`config.mk`:
```
export PLATFORM = sky130hd
export DESIGN_NAME = mem_stage
export DESIGN_NICKNAME = d
export VERILOG_FILES = /design/src/rtl/mem_stage.sv
export SDC_FILE = /design/constraint.sdc
export NUM_CORES = 1
export LEC_CHECK = 0
export CAP_MARGIN = 10
export CORE_MARGIN = 10
export CORE_UTILIZATION = 36
export CTS_CLUSTER_DIAMETER = 200
export DETAILED_ROUTE_END_ITERATION = 16
export PLACE_DENSITY = 0.71
export SYNTH_ARGS = -nofsm -noshare
export SYNTH_HDL_FRONTEND = slang
export SYNTH_SLANG_ARGS = --single-unit
```
`constraint.sdc`:
```
create_clock -name clk -period 3.5 [get_ports clk]
set_clock_uncertainty 0.05 [all_clocks]
set_input_delay 0.7 -clock clk [delete_from_list [all_inputs] [get_ports clk]]
set_output_delay 0.7 -clock clk [all_outputs]
set_load 0.01 [all_outputs]
```
`src/rtl/mem_stage.sv`:
```
// mem_stage: LC-3b MEM pipeline stage; runs direct/indirect data-memory accesses
// over a request/response handshake and stalls upstream while one is outstanding.
package mem_stage_pkg;
  typedef struct packed {
    logic       load_regfile;
    logic [2:0] dest;
    logic       mem_read;
    logic       mem_write;
    logic       mem_byte;
    logic       mem_indirect;
  } ctrl_t;
  typedef struct packed {
    logic [15:0] intr;
    logic [15:0] pc_out;
    logic [15:0] alu_out;
    logic [15:0] srcb_out;
    ctrl_t       control_signals;
  } EX_MEM;
  typedef struct packed {
    logic [15:0] intr;
    logic [15:0] pc_out;
    logic [15:0] alu_out;
    logic [15:0] mem_rdata;
    ctrl_t       control_signals;
  } MEM_WB;
endpackage

module mem_stage
  import mem_stage_pkg::*;
#(
  parameter int ADDR_W = 16,
  parameter int DATA_W = 16
) (
  input  logic              clk,
  input  logic              rst_n,
  input  EX_MEM             ex_mem_out,
  output logic              dmem_read,
  output logic              dmem_write,
  output logic [ADDR_W-1:0] dmem_address,
  output logic [DATA_W-1:0] dmem_wdata,
  output logic [1:0]        dmem_byte_enable,
  input  logic [DATA_W-1:0] dmem_rdata,
  input  logic              dmem_resp,
  output logic              pipe_load,
  output MEM_WB             mem_wb_out
);
  typedef enum logic [1:0] {IDLE, PTR, DATA, DONE} state_t;
  state_t      r_state;
  logic [15:0] r_ptr;
  logic [15:0] r_rdata;
  logic        r_write;
  ctrl_t       w_ctrl;
  logic        w_mem_op;
  logic [15:0] w_addr;
  logic [15:0] w_byte_rd;
  logic [15:0] w_rdata;
  MEM_WB       w_wb;

  assign w_ctrl    = ex_mem_out.control_signals;
  assign w_mem_op  = w_ctrl.mem_read | w_ctrl.mem_write;
  assign w_addr    = w_ctrl.mem_indirect ? r_ptr : ex_mem_out.alu_out;
  assign w_byte_rd = w_addr[0] ? {8'h00, r_rdata[15:8]} : {8'h00, r_rdata[7:0]};
  assign w_rdata   = r_write ? 16'h0000 : w_ctrl.mem_byte ? w_byte_rd : r_rdata;

  // Direction is latched on leaving IDLE so the request strobes depend on state only.
  assign dmem_read        = (r_state == PTR) | ((r_state == DATA) & ~r_write);
  assign dmem_write       = (r_state == DATA) & r_write;
  assign dmem_address     = (r_state == PTR) ? {ex_mem_out.alu_out[15:1], 1'b0} :
                            w_ctrl.mem_byte ? w_addr : {w_addr[15:1], 1'b0};
  assign dmem_wdata       = w_ctrl.mem_byte ? {2{ex_mem_out.srcb_out[7:0]}} : ex_mem_out.srcb_out;
  assign dmem_byte_enable = ~w_ctrl.mem_byte ? 2'b11 : w_addr[0] ? 2'b10 : 2'b01;
  assign pipe_load        = ((r_state == IDLE) & ~w_mem_op) | (r_state == DONE);

  always_comb begin
    w_wb = '0;
    if (pipe_load) begin
      w_wb.intr            = ex_mem_out.intr;
      w_wb.pc_out          = ex_mem_out.pc_out;
      w_wb.alu_out         = ex_mem_out.alu_out;
      w_wb.mem_rdata       = (r_state == DONE) ? w_rdata : 16'h0000;
      w_wb.control_signals = w_ctrl;
    end
  end

  always_ff @(posedge clk or negedge rst_n) begin
    if (!rst_n) begin
      r_state    <= IDLE;
      r_ptr      <= '0;
      r_rdata    <= '0;
      r_write    <= 1'b0;
      mem_wb_out <= '0;
    end else begin
      mem_wb_out <= w_wb;
      case (r_state)
        IDLE: if (w_mem_op) begin
          r_state <= w_ctrl.mem_indirect ? PTR : DATA;
          r_write <= w_ctrl.mem_write;
        end
        PTR: if (dmem_resp) begin
          r_ptr   <= dmem_rdata;
          r_state <= DATA;
        end
        DATA: if (dmem_resp) begin
          r_rdata <= dmem_rdata;
          r_state <= DONE;
        end
        DONE: r_state <= IDLE;
      endcase
    end
  end
endmodule

```
# After elaboration in Yosys (flattened, before gate mapping)
# Cells that the tools add are included.
[op_classes]
n_eq_ne = 6
n_mux = 16
bitwise_logic = 8
reduce_logical = 5
[ops]
columns = ["cell", "count"]
rows = [
  ["2-to-1 mux 16 bit", 6],
  ["2-to-1 mux 72 bit", 1],
  ["2-to-1 mux 2 bit", 6],
  ["2-to-1 mux 8 bit", 1],
  ["case mux 2 bit (4 select lines)", 1],
  ["inequality test 2 bit, second input constant", 3],
  ["AND reduction 2 bit", 3],
  ["== test 2 bit, second input constant", 2],
  ["AND 1 bit", 3],
  ["bitwise OR 1 bit", 3],
  ["AND reduction 3 bit", 1],
  ["== test 2 x 1 -> 1 bit, second input constant", 1],
  ["logical NOT 2 bit", 1],
  ["NOT 1 bit", 2],
  ["2-to-1 mux 1 bit", 1],
]
[totals]
regBits = 107
in_bits = 91
out_inout_bits = 109
wordCells = 49

# Depth between registers and ports, before layout
# Gate-level depths: netlist of run 1.
[depth]
ltp_word = 6
depth_mapped = 6
depth_no_buf = 5

# Worst setup path after synthesis of run 1
# OpenSTA, ideal clock, no wires.
[synth_path]
kind = "input to output"
startpoint = "input port ex_mem_out[0] (netlist name)"
endpoint = "output port dmem_address[10]"
t_arrival_ps = 1447
path_slack_ps = 1303
stages = 4
n_path_buf = 1
cell_sequence = "inv_1 -> nor2_4 -> buf_6 -> mux2_2"
[synth_via]
elab_chain_len = 2
[synth_lines]
columns = ["item", "line", "rtl"]
rows = [
  ["from (decl)", "36", "input EX_MEM ex_mem_out,"],
  ["2-to-1 mux 16 bit", "61", "assign w_addr = w_ctrl.mem_indirect ? r_ptr : ex_mem_out.alu_out;"],
  ["2-to-1 mux 16 bit", "68", "assign dmem_address = (r_state == PTR) ? {ex_mem_out.alu_out[15:1], 1'b0} :"],
  ["to (decl)", "39", "output logic [ADDR_W-1:0] dmem_address,"],
]
# No other way between the ends.

# Worst setup path in the final report of run 1
[layout_path]
startpoint = "input port ex_mem_out[0] (netlist name)"
endpoint = "output port dmem_address[6]"
# Same word-level chain as after synthesis.

==> results.tsv, run 1 <==
stage	metric	value	unit
die	die-area	16700	um^2
sta	drv_slew	0	
grt	gr-max-usage-layer	met2	
sta	period_share	0.930	
grt	grt_max_degree	65	
cells_and_area	area_growth	56.6	%
die	fp-row-count	39	
sta	setup-tns-final	0	ns
synth	ys_types	23	
sta	hold_viol	0	
cells_and_area	fin_nets	591	
die	die_h	129	um
cts	ctsResizeCount	0	
power	leakagePower	3.01	nW
cts	cts_root_buffer	clkbuf_16	
setup_path	slowest_stage	clkdlybuf4s50_1	
setup_path	cp_cell_sequence	clkdlybuf4s50_1 > inv_1 > nor2_4 > buf_4 > mux2_2 > clkdlybuf4s50_1	
grt	grt.total_usage	0.144	
die	die_w	129	um
synth	syn_area_per_cell	14.3	um^2
power	p_int	3.49	mW
cells_and_area	post-route-util	0.583	
sta	worst_pin_slew	0.717	ns
cts	post-cts-setup-buffers	0	
setup_path	start_kind	primary input	
status	status	completed	
sta	setup_viol	0	
cts	clk_path_buf_depth	2	
die	core_area	11500	um^2
power	seqPwrFrac	0.376	
power	switchingPower	1.39	mW
place	port_buffers	199	
setup_path	worstSetupPathType	in -> out	
sta	finalCriticalPeriod	3.26	ns
cts	hold_buffers	0	
cells_and_area	nFillCells	968	
cts	clk_latency	0.34	ns
sta	rsz0062_at_grt	no	
hold_path	hp-class	in -> async	
synth	synth-seq-area-share	0.625	
power	combPwrFrac	0.374	
power	ir_worst_vdd	0.323	mV
drt	routed_wl	12100	um
drt	drtPass1Iterations	4	
cts	cts_tree	built	
drt	wl_per_cell	18.9	um
grt	grt_pass1_vias	3324	
drt	drt_iter0_markers	164	
cts	htreeDepth	3	
setup_path	critPathMostFrequentCell	clkdlybuf4s50_1	
synth	syn_area	4280	um^2
synth	synth.net_count	394	
place	gp_congestion	0.744	
cts	cts_sinks	107	
power	switching_share	0.285	
setup_path	slowest_delay	0.51	ns
grt	met1_usage	0.161	
power	clkPwrFrac	0.250	
cells_and_area	multiInputGateArea	1420	um^2
die	pin_count	200	
power	power_density	728	nW/um^2
cells_and_area	regArea	2680	um^2
place	dp_hpwl	9470	um
sta	max_freq	307	MHz
synth	synth-seq-cells	107	
grt	use_met3	0.0600	
setup_path	path_max_fanout	11	
drt	vias	2941	
grt	grt.met2_usage	0.242	
sta	slew_headroom	0.522	
drt	viasPerCell	4.57	
setup_path	end_kind	output pin	
synth	yosys_warnings	0	
grt	grt_pass1_wl	18600	um
job	drv_cap	0	
cts	clk_pin_slew_worst_paths	0.07	ns
grt	antenna_found_initial	0	
drt	antenna_left	0	
synth	netlist_instances	299	
setup_path	worstPathRequired	2.75	ns
grt	grt_overflow	0	
setup_path	critPathArrivalTime	2.51	ns
cells_and_area	antenna_cells	0	
cts	numCtsBuffers	9	
drt	remaining_drc_errors	0	
die	start_util	0.372	
cells_and_area	drive_gt1_frac	0.170	
## per-layer routing
layer  part of all wire  vias up
li1                   -     1362
met2               0.49      131
met5                  0        -
met4              0.015        0
met1               0.40     1435
met3               0.10       13
## path summary, 6_finish.rpt
| path | start | endpoint | slack (ns) | depth (start not counted) |
|---|---|---|---|---|
| min reg2reg | r_rdata[6] | r_rdata[6] | 0.46 | 1 |
| max in group asynchronous | rst_n | mem_wb_out[58] | 2.35 | 2 |
| min in group clk | r_rdata[6] | r_rdata[6] | 0.46 | 1 |
| min | rst_n | mem_wb_out[36] | 0.30 | 1 |
| max | ex_mem_out[0] | dmem_address[6] | 0.24 | 6 |
| max reg2reg | r_state[0] | mem_wb_out[45] | 1.65 | 6 |
## layout make-up
class                           instances  area share
Clock buffer                           10      0.0356
Clock inverter                          5      0.0186
Inverter                                6     0.00336
Multi-Input combinational cell        167       0.211
Sequential cell                       107       0.399
Tap cell                              143      0.0267
Timing Repair Buffer                  205       0.305
## sequential cells by signal (all words and copies together) (netlist names)
register / cells
mem_wb_out: 72
r_state: 2
r_ptr: 16
r_rdata: 16
r_write: 1
## critical path, delay by kind of cell
kind / cells / cell delay [ns]
buffers and inverters: 4 / 1.32
multiplexers: 1 / 0.36
AND/OR/NAND/NOR: 1 / 0.12
## metrics by stage
step	area [um^2]	power (mW)	instances	setup slack, ns	hold WS, ns
2_1_floorplan	4280	2.80	299	1.30	0.354
3_3_place_gp	6340	3.68	628	0.268	0.437
3_5_place_dp	6340	3.73	628	0.220	0.443
4_1_cts	6710	4.96	643	0.223	0.314
5_1_grt	6710	5.16	643	0.162	0.331
6_report	6710	4.89	643	0.243	0.296
## synth_stat cells
cell / instances / area share
ha_1: 4 / 0.012
nand2_2: 1 / 0.0015
nor2b_1: 52 / 0.076
o21bai_1: 1 / 0.0018
inv_1: 6 / 0.0053
nor2_4: 2 / 0.0053
nand2_4: 2 / 0.0053
nor3b_4: 1 / 0.0044
mux2_4: 10 / 0.035
nor2_1: 4 / 0.0035
a22o_1: 1 / 0.0020
nand2_1: 17 / 0.015
or2_2: 1 / 0.0015
and3_1: 8 / 0.012
buf_2: 3 / 0.0035
mux2_2: 46 / 0.12
and2b_1: 1 / 0.0018
and2_1: 3 / 0.0044
mux2i_1: 12 / 0.028
a21o_1: 1 / 0.0018
dfrtp_1: 107 / 0.63
buf_4: 8 / 0.014
buf_6: 8 / 0.021
## layout by cell type (no fill, tap or decap), types with 2 or more instances in the layout
| master | instances |
|---|---|
| and2_1 | 3 |
| and3_1 | 8 |
| buf_4 | 6 |
| bufinv_16 | 4 |
| clkbuf_16 | 9 |
| clkdlybuf4s50_1 | 198 |
| dfrtp_1 | 107 |
| ha_1 | 4 |
| inv_1 | 6 |
| mux2_2 | 46 |
| mux2_4 | 10 |
| mux2i_1 | 12 |
| nand2_1 | 17 |
| nand2_4 | 2 |
| nor2_1 | 4 |
| nor2_4 | 2 |
| nor2b_1 | 52 |
## logic make-up after synthesis
logic type	count (synthesis)	share of synthesized area
fa+ha+maj	4	0.0117
simple gates	92	0.130
mux	68	0.184
buf+inv	25	0.0438
compound gates	3	0.00555
flops	107	0.625
## power by group through the flow
stage	logic (mW)	registers, mW	clock network [mW]
floorplan	0.889	1.91	0
global placement	1.83	1.84	0
detailed placement	1.87	1.86	0
CTS	1.88	1.84	1.25
global route	1.98	1.88	1.30
finish	1.83	1.84	1.22
Power figures use the tool's default switching activity.
==> inputs of run 2 (changes only) <==
Settings changed: DONT_BUFFER_PORTS from default to 1, PLACE_DENSITY 0.71 to 0.49.
==> run 2 against run 1 <==
Die area unchanged. Count of clock-buffer cells in the layout is 1 lower. Routed wire length down 12%. Via count down 27%. Sequential power is 8% higher. Critical path depth shrank 2. Cell count fell by 31%. Maximum frequency is 18% higher. Critical path type is now reg -> out.
==> results.tsv, run 2 (same netlist as run 1, synthesis figures left out) <==
stage	metric	value	unit	change
cts	ctsResizeCount	0		unchanged
cts	hold_buffers	1		+1
setup_path	cp.depth	4		-2
drt	drtPass1Iterations	3		-1
setup_path	cp_cell_sequence	inv_1 > ha_1 > nor2_4 > mux2_2		
grt	gr-max-usage-layer	met2		
setup_path	end_kind	output pin		
sta	worst_pin_slew	0.753	ns	+0.0362 ns
setup_path	critical_path.top_delay_family	simple AND/OR/NAND/NOR gates		
setup_path	r2r_cells	6		unchanged
setup_path	slowest_stage	nor2_4		
power	leakagePower	2.25	nW	-25%
die	fp-row-count	39		unchanged
hold_path	hp-class	in -> async		
cells_and_area	regArea	2680	um^2	unchanged
grt	use_met3	0.0669		+0.00693
cells_and_area	area_growth	9.81	%	
cells_and_area	top_regs	mem_wb_out (72), r_ptr (16), r_rdata (16)		
die	die_w	129	um	unchanged
grt	antenna_found_initial	0		unchanged
cells_and_area	largest_reg_flops	72		unchanged
sta	whs	0.221	ns	-0.0747 ns
sta	setup-tns-final	0	ns	unchanged
cells_and_area	mostFrequentLayoutCells	dfrtp_1, nor2b_1, mux2_2, nand2_1, mux2i_1		
power	power_density	893	nW/um^2	+23%
status	status	completed		
cells_and_area	regMostFlops	mem_wb_out		
cts	clk_path_buf_depth	2		unchanged
cells_and_area	layout_commonest_cell	dfrtp_1		
cells_and_area	antenna_cells	0		unchanged
grt	grt_pass1_vias	2440		-27%
drt	routed_wl	10700	um	-12%
sta	setup_viol	0		unchanged
drt	remaining_drc_errors	0		unchanged
sta	rsz0062_at_grt	no		
place	gp_congestion	0.712		-4.3%
grt	grt_pass1_wl	15900	um	-14%
drt	antenna_left	0		unchanged
power	ir_worst_vdd	0.322	mV	-0.27%
cts	cts_sinks	107		unchanged
cts	clk_latency	0.34	ns	about the same
cts	clk_pin_slew_worst_paths	0.07	ns	about the same
sta	hold_viol	0		unchanged
drt	wl_per_cell	24.2	um	+28%
setup_path	path_max_fanout	15		+4
grt	grt_overflow	0		unchanged
drt	viasPerCell	4.90		+7.0%
job	drv_cap	0		unchanged
cts	post-cts-setup-buffers	0		unchanged
cts	htreeDepth	3		unchanged
setup_path	critPathArrivalTime	2.02	ns	-0.49 ns
die	pin_count	200		unchanged
grt	grt.total_usage	0.128		-0.0163
cells_and_area	fin_nets	388		-34%
sta	slew_headroom	0.498		-0.0241
setup_path	start_kind	register		
setup_path	cp_num_buf_inv	1		-3
cells_and_area	drive_gt1_frac	0.272		+0.102
grt	grt_max_degree	108		+66%
grt	grt.met2_usage	0.195		-0.0464
place	dp_hpwl	7860	um	-17%
cells_and_area	post-route-util	0.409		-0.174
sta	period_share	0.790		-0.140
die	core_area	11500	um^2	unchanged
setup_path	slowest_delay	0.48	ns	-0.03 ns
place	port_buffers	0		-100%
sta	finalCriticalPeriod	2.77	ns	-0.492 ns
cts	numCtsBuffers	9		unchanged
sta	max_freq	362	MHz	+18%
setup_path	worstSetupPathType	reg -> out		
sta	drv_slew	0		unchanged
grt	met1_usage	0.148		-0.0127
cells_and_area	multiInputGateArea	1420	um^2	unchanged
cts	cts_root_buffer	clkbuf_16		
die	die_h	129	um	unchanged
cts	cts_tree	built		
cells_and_area	nFillCells	1079		+11%
drt	vias	2159		-27%
drt	drt_iter0_markers	76		-54%
setup_path	worstPathRequired	2.75	ns	about the same
die	die-area	16700	um^2	unchanged
die	start_util	0.372		unchanged
run 2: cell count changes in the layout (fill, tap and decap cells not counted), sizes merged:
| cell | before | now |
|---|---|---|
| clkbuf | 10 | 9 |
| buf | 7 | 2 |
| clkdlybuf4s50 | 198 | 0 |
| inv | 6 | 8 |
run 2: layout make-up:
type	instances	area share
Inverter	6	0.00479
Tap cell	143	0.0380
Timing Repair Buffer	2	0.00745
Clock inverter	7	0.0311
Sequential cell	107	0.569
Multi-Input combinational cell	167	0.302
Clock buffer	9	0.0479
run 2: final timing paths:
| kind | endpoint | startpoint | slack, ns |
|---|---|---|---|
| min reg2reg | r_ptr[2] | r_ptr[2] | 0.45 |
| max | dmem_address[5] | r_state[1] | 0.73 |
| min in group clk | mem_wb_out[3] | ex_mem_out[3] | 0.43 |
| max in group asynchronous | mem_wb_out[22] | rst_n | 2.73 |
| min | mem_wb_out[41] | rst_n | 0.22 |
| max reg2reg | mem_wb_out[61] | r_state[0] | 1.65 |
run 2: through the flow:
step	power, mW	std cells	setup WS, ns	instance area (um^2)
floorplan	2.80	299	1.30	4280
global route	4.48	441	0.624	4700
finish	4.20	441	0.735	4700
global placement	2.97	424	1.06	4310
detailed placement	3.00	424	1.05	4310
CTS	4.29	441	0.692	4700
run 2: where the power goes:
group	total, mW	switching [mW]	internal [mW]
logic	0.983	0.516	0.467
registers	1.98	0.334	1.65
clock network	1.24	0.459	0.778
run 2: metal layers:
layer | routed length, um | up-vias
li1 | - | 960
met1 | 4410 | 1054
met2 | 4820 | 135
met3 | 1280 | 10
met4 | 150 | 0
met5 | 0 | -
